## src/rtl/if_fetch_queue_if.sv

```systemverilog
// if_fetch_queue_if: icache, redirect and decode-side signals of the fetch queue.
// Defining FETCHQ_PERF_EN adds the full-stall and miss-wait counters.
interface if_fetch_queue_if #(parameter int QUEUE_DEPTH = 8);
  localparam int CW = $clog2(QUEUE_DEPTH) + 1;
  logic [63:0] Icache_data_out;
  logic Icache_valid_out;
  logic [63:0] proc2Icache_addr;
  logic redirect_valid;
  logic [63:0] redirect_pc;
  logic [1:0] deq_count;
  logic [31:0] inst0, inst1;
  logic [63:0] pc0, pc1;
  logic valid0, valid1;
  logic [CW-1:0] free_count;
`ifdef FETCHQ_PERF_EN
  logic [31:0] fq_full_stall_cycles, fq_miss_wait_cycles;
  modport slave (
    input Icache_data_out, Icache_valid_out, redirect_valid, redirect_pc, deq_count,
    output proc2Icache_addr, inst0, inst1, pc0, pc1, valid0, valid1, free_count,
    output fq_full_stall_cycles, fq_miss_wait_cycles
  );
  modport master (
    output Icache_data_out, Icache_valid_out, redirect_valid, redirect_pc, deq_count,
    input proc2Icache_addr, inst0, inst1, pc0, pc1, valid0, valid1, free_count,
    input fq_full_stall_cycles, fq_miss_wait_cycles
  );
`else
  modport slave (
    input Icache_data_out, Icache_valid_out, redirect_valid, redirect_pc, deq_count,
    output proc2Icache_addr, inst0, inst1, pc0, pc1, valid0, valid1, free_count
  );
  modport master (
    output Icache_data_out, Icache_valid_out, redirect_valid, redirect_pc, deq_count,
    input proc2Icache_addr, inst0, inst1, pc0, pc1, valid0, valid1, free_count
  );
`endif
endinterface

```

## src/rtl/if_fetch_queue.sv

```systemverilog
// if_fetch_queue: fetch PC + icache line splitter feeding a circular instruction queue for decode.
// Defining FETCHQ_PERF_EN adds saturating full-stall and miss-wait cycle counters.
module if_fetch_queue #(
  parameter int QUEUE_DEPTH = 8,
  parameter logic [63:0] RESET_PC = 64'h0
) (
  input logic clock,
  input logic reset,
  if_fetch_queue_if.slave fq
);
  localparam int PW = $clog2(QUEUE_DEPTH);
  localparam int CW = PW + 1;
  typedef enum logic {FETCH, FULL_WAIT} state_t;
  state_t state_q, state_d;
  logic [63:0] pc_q, pc_d;
  logic [PW-1:0] head_q, head_d, tail_q, tail_d, head1, tail1;
  logic [CW-1:0] count_q, count_d, free_q, deq_req, deq_n, enq_n, need_n;
  logic [31:0] inst_q [QUEUE_DEPTH];
  logic [63:0] epc_q [QUEUE_DEPTH];
  // An upper-half PC only yields the high word of the line
  assign need_n = pc_q[2] ? CW'(1) : CW'(2);
  assign deq_req = fq.deq_count[1] ? CW'(2) : CW'(fq.deq_count[0]);
  assign deq_n = deq_req > count_q ? count_q : deq_req;
  assign head1 = head_q + PW'(1);
  assign tail1 = tail_q + PW'(1);
  always_comb begin
    state_d = state_q;
    pc_d = pc_q;
    enq_n = '0;
    if (fq.redirect_valid) begin
      state_d = FETCH;
      pc_d = fq.redirect_pc & ~64'h3;
    end else if (state_q == FETCH) begin
      if (fq.Icache_valid_out && free_q >= need_n) begin
        enq_n = need_n;
        pc_d = pc_q + (pc_q[2] ? 64'd4 : 64'd8);
      end else if (fq.Icache_valid_out) state_d = FULL_WAIT;
    end else if (free_q + deq_n >= need_n) state_d = FETCH;
  end
  assign count_d = fq.redirect_valid ? '0 : count_q + enq_n - deq_n;
  assign head_d = fq.redirect_valid ? '0 : head_q + PW'(deq_n);
  assign tail_d = fq.redirect_valid ? '0 : tail_q + PW'(enq_n);
  always_ff @(posedge clock or negedge reset) begin
    if (!reset) begin
      state_q <= FETCH;
      pc_q <= RESET_PC;
      head_q <= '0;
      tail_q <= '0;
      count_q <= '0;
      free_q <= CW'(QUEUE_DEPTH);
      for (int i = 0; i < QUEUE_DEPTH; i++) begin
        inst_q[i] <= '0;
        epc_q[i] <= '0;
      end
    end else begin
      state_q <= state_d;
      pc_q <= pc_d;
      head_q <= head_d;
      tail_q <= tail_d;
      count_q <= count_d;
      free_q <= CW'(QUEUE_DEPTH) - count_d;
      if (enq_n != '0) begin
        inst_q[tail_q] <= pc_q[2] ? fq.Icache_data_out[63:32] : fq.Icache_data_out[31:0];
        epc_q[tail_q] <= pc_q;
        if (!pc_q[2]) begin
          inst_q[tail1] <= fq.Icache_data_out[63:32];
          epc_q[tail1] <= pc_q + 64'd4;
        end
      end
    end
  end
  assign fq.proc2Icache_addr = {pc_q[63:3], 3'b000};
  assign fq.inst0 = inst_q[head_q];
  assign fq.pc0 = epc_q[head_q];
  assign fq.inst1 = inst_q[head1];
  assign fq.pc1 = epc_q[head1];
  assign fq.valid0 = count_q != '0;
  assign fq.valid1 = count_q >= CW'(2);
  assign fq.free_count = free_q;
`ifdef FETCHQ_PERF_EN
  logic [31:0] stall_q, miss_q;
  always_ff @(posedge clock or negedge reset) begin
    if (!reset) begin
      stall_q <= '0;
      miss_q <= '0;
    end else begin
      if (state_q == FULL_WAIT && stall_q != '1) stall_q <= stall_q + 32'd1;
      if (state_q == FETCH && !fq.Icache_valid_out && !fq.redirect_valid && miss_q != '1) miss_q <= miss_q + 32'd1;
    end
  end
  assign fq.fq_full_stall_cycles = stall_q;
  assign fq.fq_miss_wait_cycles = miss_q;
`endif
endmodule

```

## src/flat_wrapper.sv

```systemverilog
// flat-port wrapper written by rule: the top's interface ports become plain ports
module if_fetch_queue_flat 
#(
  parameter int QUEUE_DEPTH = 8,
  parameter logic [63:0] RESET_PC = 64'h0
)
  (clock, reset, fq_Icache_data_out, fq_Icache_valid_out, fq_redirect_valid, fq_redirect_pc, fq_deq_count, fq_proc2Icache_addr, fq_inst0, fq_inst1, fq_pc0, fq_pc1, fq_valid0, fq_valid1, fq_free_count);
  if_fetch_queue_if #(.QUEUE_DEPTH(QUEUE_DEPTH)) fq_i ();
  input logic clock;
  input logic reset;
  input wire logic [$bits(fq_i.Icache_data_out)-1:0] fq_Icache_data_out;
  input wire logic [$bits(fq_i.Icache_valid_out)-1:0] fq_Icache_valid_out;
  input wire logic [$bits(fq_i.redirect_valid)-1:0] fq_redirect_valid;
  input wire logic [$bits(fq_i.redirect_pc)-1:0] fq_redirect_pc;
  input wire logic [$bits(fq_i.deq_count)-1:0] fq_deq_count;
  output wire logic [$bits(fq_i.proc2Icache_addr)-1:0] fq_proc2Icache_addr;
  output wire logic [$bits(fq_i.inst0)-1:0] fq_inst0;
  output wire logic [$bits(fq_i.inst1)-1:0] fq_inst1;
  output wire logic [$bits(fq_i.pc0)-1:0] fq_pc0;
  output wire logic [$bits(fq_i.pc1)-1:0] fq_pc1;
  output wire logic [$bits(fq_i.valid0)-1:0] fq_valid0;
  output wire logic [$bits(fq_i.valid1)-1:0] fq_valid1;
  output wire logic [$bits(fq_i.free_count)-1:0] fq_free_count;
  assign fq_i.Icache_data_out = fq_Icache_data_out;
  assign fq_i.Icache_valid_out = fq_Icache_valid_out;
  assign fq_i.redirect_valid = fq_redirect_valid;
  assign fq_i.redirect_pc = fq_redirect_pc;
  assign fq_i.deq_count = fq_deq_count;
  assign fq_proc2Icache_addr = fq_i.proc2Icache_addr;
  assign fq_inst0 = fq_i.inst0;
  assign fq_inst1 = fq_i.inst1;
  assign fq_pc0 = fq_i.pc0;
  assign fq_pc1 = fq_i.pc1;
  assign fq_valid0 = fq_i.valid0;
  assign fq_valid1 = fq_i.valid1;
  assign fq_free_count = fq_i.free_count;
  if_fetch_queue #(.QUEUE_DEPTH(QUEUE_DEPTH), .RESET_PC(RESET_PC)) u_core (.clock(clock), .reset(reset), .fq(fq_i));
endmodule
```

## config.mk

```make
export PLATFORM = sky130hd
export DESIGN_NAME = if_fetch_queue_flat
export DESIGN_NICKNAME = d
export VERILOG_FILES = /design/src/rtl/if_fetch_queue_if.sv /design/src/rtl/if_fetch_queue.sv /design/src/flat_wrapper.sv
export SDC_FILE = /design/constraint.sdc
export NUM_CORES = 2
export LEC_CHECK = 0
export CORE_UTILIZATION = 60
export DETAILED_ROUTE_END_ITERATION = 6
export GPL_TIMING_DRIVEN = 1
export HOLD_SLACK_MARGIN = 0.03
export PLACE_DENSITY = 0.82
export REMOVE_ABC_BUFFERS = 1
export SLEW_MARGIN = 20
export SYNTH_ARGS = -nofsm -noshare
export SYNTH_HDL_FRONTEND = slang
export SYNTH_SLANG_ARGS = --single-unit
```

## constraint.sdc

```tcl
create_clock -name clock -period 4.7 [get_ports clock]
set_input_delay 0.94 -clock clock [delete_from_list [all_inputs] [get_ports clock]]
set_output_delay 0.94 -clock clock [all_outputs]
set_load 0.02 [all_outputs]
```

## Yosys cells after proc, flatten, opt, wreduce, memory -nomap -nowiden

Cells that the tools add are included.

| cells by class | value |
|---|---|
| reductions and logical operators | 7 |
| bitwise gates (word level) | 4 |
| equality and inequality tests | 1 |
| muxes and demuxes | 45 |
| add/sub/neg operators | 10 |
| $lt $le $gt $ge | 10 |

Operators by type and width:

| operator | count |
|---|---|
| $bwmux W512 | 2 |
| $mux W64 | 9 |
| $bwmux W256 | 2 |
| $mux W512 | 1 |
| $bmux W64 S3 | 2 |
| $demux W64 S3 | 2 |
| $mux W256 | 1 |
| $mux W32 | 7 |
| $bmux W32 S3 | 2 |
| $demux W32 S3 | 2 |
| $add A64 B3 Y64 const B | 1 |
| $add A64 B64 Y64 | 1 |
| $mux W4 | 6 |
| $ge A4 B4 Y1 const B | 4 |
| $not A3 Y4 | 4 |
| $add A4 B4 Y4 | 2 |
| $ge A4 B4 Y1 | 2 |
| $lt A4 B1 Y1 const B | 2 |
| $reduce_bool A4 Y1 | 2 |
| $add A3 B1 Y3 const B | 2 |
| $add A3 B3 Y3 | 2 |
| $mux W3 | 2 |
| $mux W1 | 5 |
| $ge A4 B2 Y1 const B | 1 |
| 8 further kinds | 11 |

| word-level totals | value |
|---|---|
| output and inout bits | 262 |
| input port bits | 134 |
| register bits after elaboration | 847 |

## Depth between registers and ports, before layout

| logic depth | value |
|---|---|
| depth in word-level cells | 10 |
| gate-level depth with buffers | 14 |

## Least setup slack after synthesis

Ideal clock, no wire load.

| timing | value |
|---|---|
| path type | in2reg |
| start | in fq_deq_count[1] |
| end | reg u_core.free_q[3] (netlist: u_core.fq.free_count[3]) |
| required time | 4.612 ns |
| library setup time | 0.088 ns |
| stages on the path | 13 |
| setup slack | 1.186 ns |
| arrival | 3.425 ns |
| cells stage by stage | ha_1 -> nor2b_1 -> o211ai_1 -> nand2_1 -> o21ai_0 -> inv_1 -> fa_1 -> ha_1 -> a21o_1 -> a21oi_1 -> xnor2_1 -> nor2_1 -> xor2_1 |

| on the way | value |
|---|---|
| longest elaborated chain between the ends | 6 |

RTL lines:

| what | line | RTL |
|---|---|---|
| from (decl) | flat_wrapper.sv:15 | `input wire logic [$bits(fq_i.deq_count)-1:0] fq_deq_count;` |
| $mux W2 * | if_fetch_queue.sv:22 | `assign deq_req = fq.deq_count[1] ? CW'(2) : CW'(fq.deq_count[0]);` |
| $gt A4 B4 Y1 | if_fetch_queue.sv:23 | `assign deq_n = deq_req > count_q ? count_q : deq_req;` |
| $mux W4 * | if_fetch_queue.sv:23 |  |
| $sub A4 B4 Y4 * | if_fetch_queue.sv:40 | `assign count_d = fq.redirect_valid ? '0 : count_q + enq_n - deq_n;` |
| $mux W4 * | if_fetch_queue.sv:40 |  |
| named net u_core.count_d[3] | if_fetch_queue.sv:17 | `logic [CW-1:0] count_q, count_d, free_q, deq_req, deq_n, enq_n, need_n;` |
| $sub A4 B4 Y4 * | if_fetch_queue.sv:61 | `free_q <= CW'(QUEUE_DEPTH) - count_d;` |
| to (signal assigned) | if_fetch_queue.sv:50 | `free_q <= CW'(QUEUE_DEPTH);` |
| to (signal assigned) | if_fetch_queue.sv:61 |  |
| to (decl) | if_fetch_queue.sv:17 |  |

The timed path passes the listed nets; every way through them passes the cells marked *.
A chain may end at the register's enable or synchronous reset.

## Worst setup path after layout

| timing | value |
|---|---|
| start | reg u_core.head_q[0] |
| end | out fq_inst1[30] |

| on the way | value |
|---|---|
| longest elaborated chain between the ends | 5 |

RTL lines:

| what | line | RTL |
|---|---|---|
| from (decl) | if_fetch_queue.sv:16 | `logic [PW-1:0] head_q, head_d, tail_q, tail_d, head1, tail1;` |
| from (signal assigned) | if_fetch_queue.sv:47 | `head_q <= '0;` |
| from (signal assigned) | if_fetch_queue.sv:58 | `head_q <= head_d;` |
| $add A3 B1 Y3 | if_fetch_queue.sv:24 | `assign head1 = head_q + PW'(1);` |
| $not A3 Y4 (implied by the code) | if_fetch_queue.sv:75 | `assign fq.inst1 = inst_q[head1];` |
| $bmux W32 S3 | if_fetch_queue.sv:75 |  |
| $mux W32 (implied by the code) (2 in series) | if_fetch_queue.sv:75 |  |
| to (decl) | flat_wrapper.sv:18 | `output wire logic [$bits(fq_i.inst1)-1:0] fq_inst1;` |

No other way between the ends. The select of a mux whose other input is x is not followed.

==> key figures <==
Global routing
  • First-pass GRT wire length: 249000 um
  • Grt ovf: 0
  • Largest net degree at the start of global routing: 138
  • Initial antenna violation count: 13
  • Number of global-route vias before repair: 43000
  • Total track usage: 38.1%

STA
  • WHS: 0.311 ns
  • Final period util: 98.6%
  • Endpoints failing setup: 0
  • Final hold vios: 0
  • Rel. slew slack: 23.5%
  • Slew @ Worst Pin: 1.15 ns
  • Setup_tns: 0 ns
  • Minimum clock period after layout: 4.64 ns
  • Max Fclk: 216 MHz
  • RSZ-0062 raised after global routing: true
  • Fin. max-slew vios: 0
  • Layout Skew: 0.0208 ns

Final layout
  • Nets: 5531
  • Share of post-route cells with drive strength above 1: 16.9%
  • Fillers: 5830
  • Area growth syn-to-layout: 15.7%

Synthesis
  • Post-synth EDFFs: 0
  • Synth cell types: 57
  • Number of synthesized register bits: 844
  • Count leader, synth: nand2_1
  • Mapped Area: 50300 um^2
  • YS warnings: 0
  • Post-synth top area share: 41.9%
  • Main synth FF type: dfrtp_1
  • Most common library cells after synthesis: nand2_1 (1468), dfrtp_1 (843), o21ai_0 (664), mux4_2 (384), clkbuf_1 (363)
  • Mapped Avg Cell Area: 9.59 um^2
  • Synth area leaders: dfrtp_1 (42%), mux4_2 (17%), nand2_1 (11%)
  • Top cell type by total area after synthesis: dfrtp_1
  • Register area share after synthesis: 42.0%
  • Post-synthesis instance total: 5250
  • Async SR Flop Fraction: 100%

Detailed routing
  • Drt total wl: 162000 um
  • Top Metal Used: met5
  • Remaining DRCs: 0
  • Avg WL per Cell: 24.9 um
  • Met1 wire length: 57300 um
  • Via density: 6.55
  • First drt pass iteration count: 7
  • Met3 WL: 20000 um
  • Post-DRT Antenna Nets: 0
  • Iter 0 DRT Violations: 5031
  • Met2 Wirelength: 75300 um
  • Vias: 42700

Clock tree
  • CTS tree: built
  • Root buffer cell: clkbuf_16
  • Htree depth: 3
  • Clk_lat worst skew: 0.65 ns
  • Clk pin slew, worst setup/hold paths: 0.06 ns
  • Clock buffer depth: 3
  • Cts hold-fix bufs: 0
  • CTS Sinks: 844
  • Num CTS Buffers: 92

Setup path
  • CP Data Arrival Time: 3.70 ns
  • Crit start category: flip-flop
  • Crit-path max FO: 26
  • Type of the worst setup path: reg -> out
  • CP endpoint kind: primary output
  • Worst Path Required: 3.76 ns

Die
  • Row count: 105
  • Core Region: 82500 um^2
  • Die ar.: 85100 um^2
  • Die W: 292 um
  • Die H: 292 um
  • Initial Util: 61.0%
  • Num ports: 396

Placement
  • RD Place Congestion: 0.912
  • DPL Wire Length: 97200 um
  • PortBufs: 390

Power
  • Maximum VDD drop: 617 uV
  • Pleak: 24.4 nW
  • Power Density: 615 nW/um^2

Flow run
  • Max cap viols: 0

Outcome
  • Outcome: completed

Hold path
  • Worst min path class: in -> async
where the power goes:
part | internal [W] | switching [W] | total (W) | leakage [nW]
Clock | 0.00433 | 0.00312 | 0.00744 | 1.52
Sequential | 0.00932 | 0.00182 | 0.0111 | 11.1
Combinational | 0.00849 | 0.00877 | 0.0173 | 11.8
Total | 0.0221 | 0.0137 | 0.0358 | 24.4
metal layers:
metal / track usage [%] / up-vias
li1: - / 18300
met1: 48.9 / 20900
met2: 59.5 / 2806
met3: 10.2 / 662
met4: 20.3 / 20
met5: 0.567 / -
metrics by stage:
step                std cells  worst slack (ns)  instance area, um^2  utilization [%]  total power, W
CTS                      6516           0.00864                58200             70.6          0.0357
floorplan                4768            -15.69                48500                -          0.0209
detailed placement       6346             0.411                55100             66.8          0.0281
global placement         6346             0.442                55100             66.8          0.0276
finish                   6519            0.0638                58200             70.6          0.0358
global route             6517           -0.0125                58200             70.6          0.0373
cell usage in the layout, fill, tap and decap left out, types with 23 or more instances in the layout:
cell type / Yosys / routed
clkdlybuf4s50_1: 0 / 387
o21ai_1: 46 / 40
xor2_1: 84 / 83
dfrtp_1: 843 / 839
nand4_1: 31 / 31
inv_1: 23 / 23
clkbuf_16: 0 / 94
xnor2_1: 222 / 222
nor3_1: 76 / 75
buf_12: 0 / 25
nor2_1: 313 / 313
mux2_2: 201 / 201
nand2_1: 1468 / 1466
mux4_2: 384 / 384
o21ai_0: 664 / 662
mux2i_1: 34 / 34
nand3_1: 47 / 45
buf_4: 6 / 90
a21oi_1: 157 / 149
worst max-delay path, stage by stage, from the launching register on:
cell,delay (ns)
dfrtp_4,0.63
ha_4,0.45
buf_12,0.27
buf_12,0.23
mux4_2,0.52
mux2_2,0.30
clkdlybuf4s50_1,0.58
state kept, by name, indices dropped and copies added (netlist names):
name                  flops
u_core.epc_q            512
u_core.inst_q           256
u_core.pc_q              62
u_core.count_q            4
u_core.fq.free_count      3
u_core.head_q             3
u_core.tail_q             3
u_core.state_q            1
area by class of cell:
type,count,area [um^2],area share (%)
multi-input cells,3899,27500,47.1
flip-flops and latches,844,21100,36.3
repair buffers,508,5140,8.82
clock buffers,135,2710,4.65
well taps,1070,1340,2.30
clock inverters,35,373,0.640
inverters,25,93.8,0.161
diodes,3,7.51,0.0129
path summary, 6_finish.rpt:
check / startpoint / endpoint / slack [ns] / depth (start not counted)
max: u_core.head_q[0] / fq_inst1[30] / 0.06 / 6
min: reset / u_core.inst_q[239] / 0.31 / 1
max reg2reg: u_core.pc_q[20] / u_core.pc_q[61] / 0.68 / 6
min reg2reg: u_core.epc_q[316] / u_core.epc_q[316] / 0.50 / 2
max in group asynchronous: reset / u_core.epc_q[61] / 3.21 / 3
min in group clock: u_core.epc_q[316] / u_core.epc_q[316] / 0.50 / 2
repair_timing:
| item | 4_1_cts | 5_1_grt |
|---|---|---|
| endpoints found under the setup margin | 0 | 12 |
| setup buffers | 0 | 0 |
| hold endpoints to repair | 0 | 0 |
| gates resized for setup | 0 | 3 |
kinds of logic (layout without fill, tap and decap cells):
| logic type | count (synthesis) | in the layout | share of synthesized area, % |
|---|---|---|---|
| DFF | 844 | 844 | 42.0 |
| adders and majority gates | 27 | 27 | 0.746 |
| and+or+nand+nor | 2059 | 2059 | 16.8 |
| xor gates and xnor gates | 306 | 306 | 5.32 |
| muxes | 619 | 619 | 22.3 |
| AOI/OAI and AO/OA | 885 | 885 | 8.90 |
| buffers and inverters | 509 | 703 | 3.96 |
| other | 1 | 6 | 0.00745 |
Power figures use the tool's default switching activity.
